## src/rtl/nibble_serial_adder_if.sv

```systemverilog
// Operand/result handshake bundle for nibble_serial_adder.
// The master drives operands and accepts results; the slave is the adder.
interface nibble_serial_adder_if #(
    parameter int NIBBLES = 4
);
    localparam int W = 4 * NIBBLES;

    logic         in_valid;
    logic         in_ready;
    logic [W-1:0] a;
    logic [W-1:0] b;
    logic         cin;
    logic         out_valid;
    logic         out_ready;
    logic [W-1:0] sum;
    logic         cout;
    logic         ovf;

    modport master (
        output in_valid, a, b, cin, out_ready,
        input  in_ready, out_valid, sum, cout, ovf
    );

    modport slave (
        input  in_valid, a, b, cin, out_ready,
        output in_ready, out_valid, sum, cout, ovf
    );
endinterface

```

## src/rtl/nibble_serial_adder.sv

```systemverilog
// Serial adder: one 4-bit lookahead slice per cycle, carry held between slices.
//   state | meaning
//   IDLE  | ready for an operand set, no result
//   RUN   | adding nibble idx, one per cycle
//   DONE  | result held until out_ready
module nibble_serial_adder #(
    parameter int NIBBLES = 4
) (
    input  logic                 clk,
    input  logic                 rst_n,
    nibble_serial_adder_if.slave bus
);
    localparam int W  = 4 * NIBBLES;
    localparam int IW = (NIBBLES > 1) ? $clog2(NIBBLES) : 1;
    localparam logic [IW-1:0] IDX_LAST = IW'(NIBBLES - 1);

    typedef enum logic [1:0] {
        IDLE = 2'b00,
        RUN  = 2'b01,
        DONE = 2'b10
    } state_t;

    state_t        state_q, state_d;
    logic [IW-1:0] idx_q, idx_d;
    logic          carry_q, carry_d;
    logic [W-1:0]  a_q, a_d;
    logic [W-1:0]  b_q, b_d;
    logic [W-1:0]  sum_q, sum_d;
    logic          cout_q, cout_d;
    logic          ovf_q, ovf_d;

    logic [3:0] a_nib, b_nib, g, p, nib_sum;
    logic [4:0] c;

    always_comb begin
        a_nib = 4'h0;
        b_nib = 4'h0;
        for (int i = 0; i < NIBBLES; i++) begin
            if (idx_q == IW'(i)) begin
                a_nib = a_q[4*i +: 4];
                b_nib = b_q[4*i +: 4];
            end
        end
        g    = a_nib & b_nib;
        p    = a_nib ^ b_nib;
        c[0] = carry_q;
        // Fully expanded lookahead so no carry ripples through the slice
        c[1] = g[0] | (p[0] & c[0]);
        c[2] = g[1] | (p[1] & g[0]) | (p[1] & p[0] & c[0]);
        c[3] = g[2] | (p[2] & g[1]) | (p[2] & p[1] & g[0])
             | (p[2] & p[1] & p[0] & c[0]);
        c[4] = g[3] | (p[3] & g[2]) | (p[3] & p[2] & g[1])
             | (p[3] & p[2] & p[1] & g[0]) | (p[3] & p[2] & p[1] & p[0] & c[0]);
        nib_sum = p ^ c[3:0];
    end

    always_comb begin
        state_d = state_q;
        idx_d   = idx_q;
        carry_d = carry_q;
        a_d     = a_q;
        b_d     = b_q;
        sum_d   = sum_q;
        cout_d  = cout_q;
        ovf_d   = ovf_q;
        case (state_q)
            IDLE: begin
                if (bus.in_valid) begin
                    a_d     = bus.a;
                    b_d     = bus.b;
                    carry_d = bus.cin;
                    idx_d   = '0;
                    state_d = RUN;
                end
            end
            RUN: begin
                for (int i = 0; i < NIBBLES; i++) begin
                    if (idx_q == IW'(i)) sum_d[4*i +: 4] = nib_sum;
                end
                carry_d = c[4];
                if (idx_q == IDX_LAST) begin
                    cout_d  = c[4];
                    ovf_d   = c[3] ^ c[4];
                    idx_d   = '0;
                    state_d = DONE;
                end else begin
                    idx_d = idx_q + 1'b1;
                end
            end
            DONE: begin
                if (bus.out_ready) state_d = IDLE;
            end
            default: state_d = IDLE;
        endcase
    end

    always_ff @(posedge clk or negedge rst_n) begin
        if (!rst_n) begin
            state_q <= IDLE;
            idx_q   <= '0;
            carry_q <= 1'b0;
            a_q     <= '0;
            b_q     <= '0;
            sum_q   <= '0;
            cout_q  <= 1'b0;
            ovf_q   <= 1'b0;
        end else begin
            state_q <= state_d;
            idx_q   <= idx_d;
            carry_q <= carry_d;
            a_q     <= a_d;
            b_q     <= b_d;
            sum_q   <= sum_d;
            cout_q  <= cout_d;
            ovf_q   <= ovf_d;
        end
    end

    assign bus.in_ready  = (state_q == IDLE);
    assign bus.out_valid = (state_q == DONE);
    assign bus.sum       = sum_q;
    assign bus.cout      = cout_q;
    assign bus.ovf       = ovf_q;
endmodule

```

## src/flat_wrapper.sv

```systemverilog
// flat-port wrapper written by rule: the top's interface ports become plain ports
module nibble_serial_adder_flat 
#(
    parameter int NIBBLES = 4
)
  (clk, rst_n, bus_in_valid, bus_a, bus_b, bus_cin, bus_out_ready, bus_in_ready, bus_out_valid, bus_sum, bus_cout, bus_ovf);
  nibble_serial_adder_if #(.NIBBLES(NIBBLES)) bus_i ();
  input  logic clk;
  input  logic rst_n;
  input wire logic [$bits(bus_i.in_valid)-1:0] bus_in_valid;
  input wire logic [$bits(bus_i.a)-1:0] bus_a;
  input wire logic [$bits(bus_i.b)-1:0] bus_b;
  input wire logic [$bits(bus_i.cin)-1:0] bus_cin;
  input wire logic [$bits(bus_i.out_ready)-1:0] bus_out_ready;
  output wire logic [$bits(bus_i.in_ready)-1:0] bus_in_ready;
  output wire logic [$bits(bus_i.out_valid)-1:0] bus_out_valid;
  output wire logic [$bits(bus_i.sum)-1:0] bus_sum;
  output wire logic [$bits(bus_i.cout)-1:0] bus_cout;
  output wire logic [$bits(bus_i.ovf)-1:0] bus_ovf;
  assign bus_i.in_valid = bus_in_valid;
  assign bus_i.a = bus_a;
  assign bus_i.b = bus_b;
  assign bus_i.cin = bus_cin;
  assign bus_i.out_ready = bus_out_ready;
  assign bus_in_ready = bus_i.in_ready;
  assign bus_out_valid = bus_i.out_valid;
  assign bus_sum = bus_i.sum;
  assign bus_cout = bus_i.cout;
  assign bus_ovf = bus_i.ovf;
  nibble_serial_adder #(.NIBBLES(NIBBLES)) u_core (.clk(clk), .rst_n(rst_n), .bus(bus_i));
endmodule
```

## config.mk

```make
export PLATFORM = sky130hd
export DESIGN_NAME = nibble_serial_adder_flat
export DESIGN_NICKNAME = d
export VERILOG_FILES = /design/src/rtl/nibble_serial_adder_if.sv /design/src/rtl/nibble_serial_adder.sv /design/src/flat_wrapper.sv
export SDC_FILE = /design/constraint.sdc
export NUM_CORES = 1
export LEC_CHECK = 0
export ABC_AREA = 1
export BUFFER_PORTS_ARGS = -buffer_cell sky130_fd_sc_hd__buf_4
export CORE_AREA = 2 2 102 104
export CTS_CLUSTER_SIZE = 16
export DETAILED_ROUTE_END_ITERATION = 8
export DIE_AREA = 0 0 104 106
export PLACE_DENSITY_LB_ADDON = 0.25
export SLEW_MARGIN = 20
export SYNTH_ARGS = -nofsm -noshare
export SYNTH_HDL_FRONTEND = slang
export SYNTH_SLANG_ARGS = --single-unit
```

## constraint.sdc

```tcl
create_clock -name clk -period 6.4 [get_ports clk]
set_input_delay 1.28 -clock clk [delete_from_list [all_inputs] [get_ports clk]]
set_output_delay 1.28 -clock clk [all_outputs]
set_load 0.1 [all_outputs]
```

==> Implementation_results.wiki <==
{| class="wikitable"
! Metric !! Value
|-
| HPWL after detailed placement || 4760 µm
|-
| Most frequent cells after synthesis || nand2_1 (165), dfrtp_1 (55), nand3_1 (21)
|-
| Vert. Die Dim || 106 µm
|-
| Critical-path cell list || inv_1, ha_1, inv_1, nand3_1, nand2_1, o21ai_0, a21oi_1, ha_1, nand3_1, nor2_1, inv_1, nand2_1, nand2_1, nand3_1, nand2_1
|-
| Sequential share of the synthesized area || 50.8%
|-
| GRT Util Overall || 12.7%
|-
| Total of cells resized after clock tree synthesis || 0
|-
| Number of enable-type register cells in the synthesized netlist || 0
|-
| Die W || 104 µm
|-
| Share of synthesized cell area in full adder, half adder and majority cells || 4.43%
|-
| Category of cells accounting for the largest share of critical-path delay || simple AND/OR/NAND/NOR gates
|-
| Top_reg_cell synth || dfrtp_1
|-
| Number of design-rule violations left by the first detailed-router iteration || 122
|-
| Number of hold buffers added after CTS || 0
|-
| Hold violation total from the final report || 0
|-
| Part of the cycle the worst path needs || 41.2%
|-
| TritonCTS clock tree || yes
|-
| Synth unique cells || 23
|-
| Net count, final || 434
|-
| Critical-path maximum fanout || 12
|-
| Unrepaired setup endpoints after global routing || false
|-
| Latest clock arrival within the worst-skew pair || 0.32 ns
|-
| Pins over their slew limit || 0
|-
| Global routing met3 resource utilization || 2.82%
|-
| Synth top area cells || dfrtp_1 (51%), nand2_1 (23%), nand3_1 (3.9%), ha_1 (3.7%), a21oi_1 (3.1%)
|-
| Type of the most critical hold path || reg -> reg
|-
| Boundary Pins || 57
|-
| Yosys reg bits || 55
|-
| Cell Rows || 37
|-
| Fraction of post-synthesis cell area in the top cell type by area || 50.8%
|-
| CP Data Arrival Time || 2.86 ns
|-
| Crit Path Class || reg -> reg
|-
| Share of cells above drive strength 1 || 20.1%
|-
| Core region area || 10000 µm²
|-
| Number of optimization iterations in the first detailed-route pass || 4
|-
| Global routing usage on met2 || 20.3%
|-
| Post-synthesis mux area share || 0%
|-
| Total via count in the routed design || 2,214
|-
| Number of buffer cells added on primary ports || 56
|-
| Global-route wire length before repair || 11,300 µm
|-
| Most frequent cell after synthesis || nand2_1
|-
| Total detailed-routing wirelength || 6410 µm
|-
| Cell type of the slowest stage on the worst timing path || dfrtp_1
|-
| Most congested layer reported by global routing || met2
|-
| Antenna violations before repair || 0
|-
| Clock period minus final worst setup slack || 2.64 ns
|-
| Via count of the first global-routing pass || 2,318
|-
| Gr ovfl total || 0
|-
| Routability-driven placement congestion ratio || 0.772
|-
| Setup violations, final || 0
|-
| Final setup TNS || 0 ns
|-
| Fin Clk Skew || 0.0105 ns
|-
| Total clock sinks || 55
|-
| Residual DRC || 0
|-
| CP startpoint kind || flip-flop
|-
| Number of nets still failing antenna checks after routing || 0
|-
| Clock Path Buffers || 2
|-
| Main combinational cell family by area after synthesis || simple AND/OR/NAND/NOR gates
|-
| Final core area utilization || 33.2%
|-
| Max-Slew Margin vs Limit || 53.2%
|-
| Outcome || finished, final reports clean
|-
| Met1 track utilization from global routing || 17.4%
|-
| Slowest stage delay, CP || 0.42 ns
|-
| Synth Area in Compound Gates || 6.97%
|-
| Max-cap violations || 0
|-
| Share of synthesized registers carrying an async set or reset || 100%
|-
| Pin count of the biggest net entering global routing || 56
|-
| Synthesized area per cell || 8.09 µm²
|-
| Area of the die || 11,000 µm²
|-
| Number of instances in the synthesized netlist || 335
|-
| Initial Util || 27.1%
|-
| Netlist area before placement || 2710 µm²
|-
| Post-synth top area cell || dfrtp_1
|-
| Max Clock Freq || 0.379 GHz
|-
| Antenna fix cells || 0
|-
| Synthesized-area fraction occupied by and/or/nand/nor cells || 31.5%
|-
| Mean number of vias per cell || 4.22
|-
| Number of warnings printed during yosys synthesis || 0
|-
| Required time at the endpoint of the critical path || 6.62 ns
|-
| Post-CTS Setup Bufs || 0
|-
| Htree depth || 2
|-
| Num CTS Buffers || 5
|-
| Crit path top cell by count || nand2_1
|-
| Nets in the synthesized netlist || 381
|-
| Count of buffer and inverter cells on the critical path || 3
|-
| Post-CTS clock slew at the launch and capture registers of the worst setup and hold paths || 0.11 ns
|-
| Worst-margin pin slew || 0.701 ns
|-
| Xor and xnor fraction of the mapped netlist area || 0.323%
|-
| Area grow syn2layout || 22.5%
|-
| WL per Instance || 12.2 µm
|-
| Critical path capture point type || flip-flop
|-
| Root cell of the clock tree || clkbuf_8
|}
==> final cells by class <==
type / instances / area, µm²
Fill cell: 1115 / 6680
Inverter: 21 / 83.8
Clock buffer: 6 / 82.6
Timing Repair Buffer: 56 / 420
Clock inverter: 2 / 16.3
Multi-Input combinational cell: 249 / 1170
Sequential cell: 55 / 1380
Tap cell: 136 / 170
==> sequential cells by signal (all words and copies together), names as in the netlist <==
register and count:
u_core.a_q 16, u_core.b_q 16, u_core.bus.sum 16, u_core.idx_q 2
u_core.state_q 2, u_core.bus.cout 1, u_core.bus.ovf 1, u_core.carry_q 1
==> kinds of logic after synthesis <==
logic type	count (synthesis)
AND/OR/NAND/NOR	205
flip-flops	55
AO/OA/AOI/OAI	34
buffers and inverters	31
adder cells (fa/ha/maj)	9
XOR/XNOR	1
==> metrics by stage <==
stage	cell area, µm²	hold slack [ns]	cells	setup slack [ns]
6_report	3320	0.489	525	3.76
3_3_place_gp	3220	0.468	517	3.88
3_5_place_dp	3220	0.467	517	3.78
4_1_cts	3320	0.494	525	3.76
2_1_floorplan	2710	0.444	335	3.43
5_1_grt	3320	0.518	525	3.44
==> cell usage in the layout, fill, tap and decap left out, drive strengths merged <==
cell type,netlist,final
a21o,1,1
a21oi,17,17
buf,10,56
clkbuf,0,6
clkinv,0,1
clkinvlp,0,1
dfrtp,55,55
fa,1,1
ha,8,8
inv,21,21
nand2,166,166
nand3,21,21
nor2,17,17
o211ai,1,1
o21ai,14,14
o31ai,1,1
or2,1,1
xor2,1,1
==> worst min-delay path: stages, from the launching register on <==
cell,delay (ns)
dfrtp_1,0.36
nand2_1,0.05
nand2_1,0.05
==> metal layers <==
| metal | routed length [µm] | part of all wire, % |
|---|---|---|
| met5 | 0 | 0 |
| met4 | 95 | 1.5 |
| met3 | 290 | 4.5 |
| met2 | 2900 | 45 |
| met1 | 3130 | 49 |
==> worst paths after layout <==
path	depth (start not counted)	end	slack, ns	startpoint
max	15	u_core.bus.sum[7]$_DFFE_PN0P_	3.76	u_core.idx_q[1]$_DFFE_PN0P_
max in group asynchronous	1	u_core.b_q[1]$_DFFE_PN0P_	4.93	rst_n
min in group asynchronous	1	u_core.bus.sum[7]$_DFFE_PN0P_	1.01	rst_n
max reg2reg	15	u_core.bus.sum[7]$_DFFE_PN0P_	3.76	u_core.idx_q[1]$_DFFE_PN0P_
min	2	u_core.bus.sum[15]$_DFFE_PN0P_	0.49	u_core.bus.sum[15]$_DFFE_PN0P_
min reg2reg	2	u_core.bus.sum[15]$_DFFE_PN0P_	0.49	u_core.bus.sum[15]$_DFFE_PN0P_
Power is not shown: default switching activity piles up to over one toggle a cycle in this logic, so the estimate is an artifact.
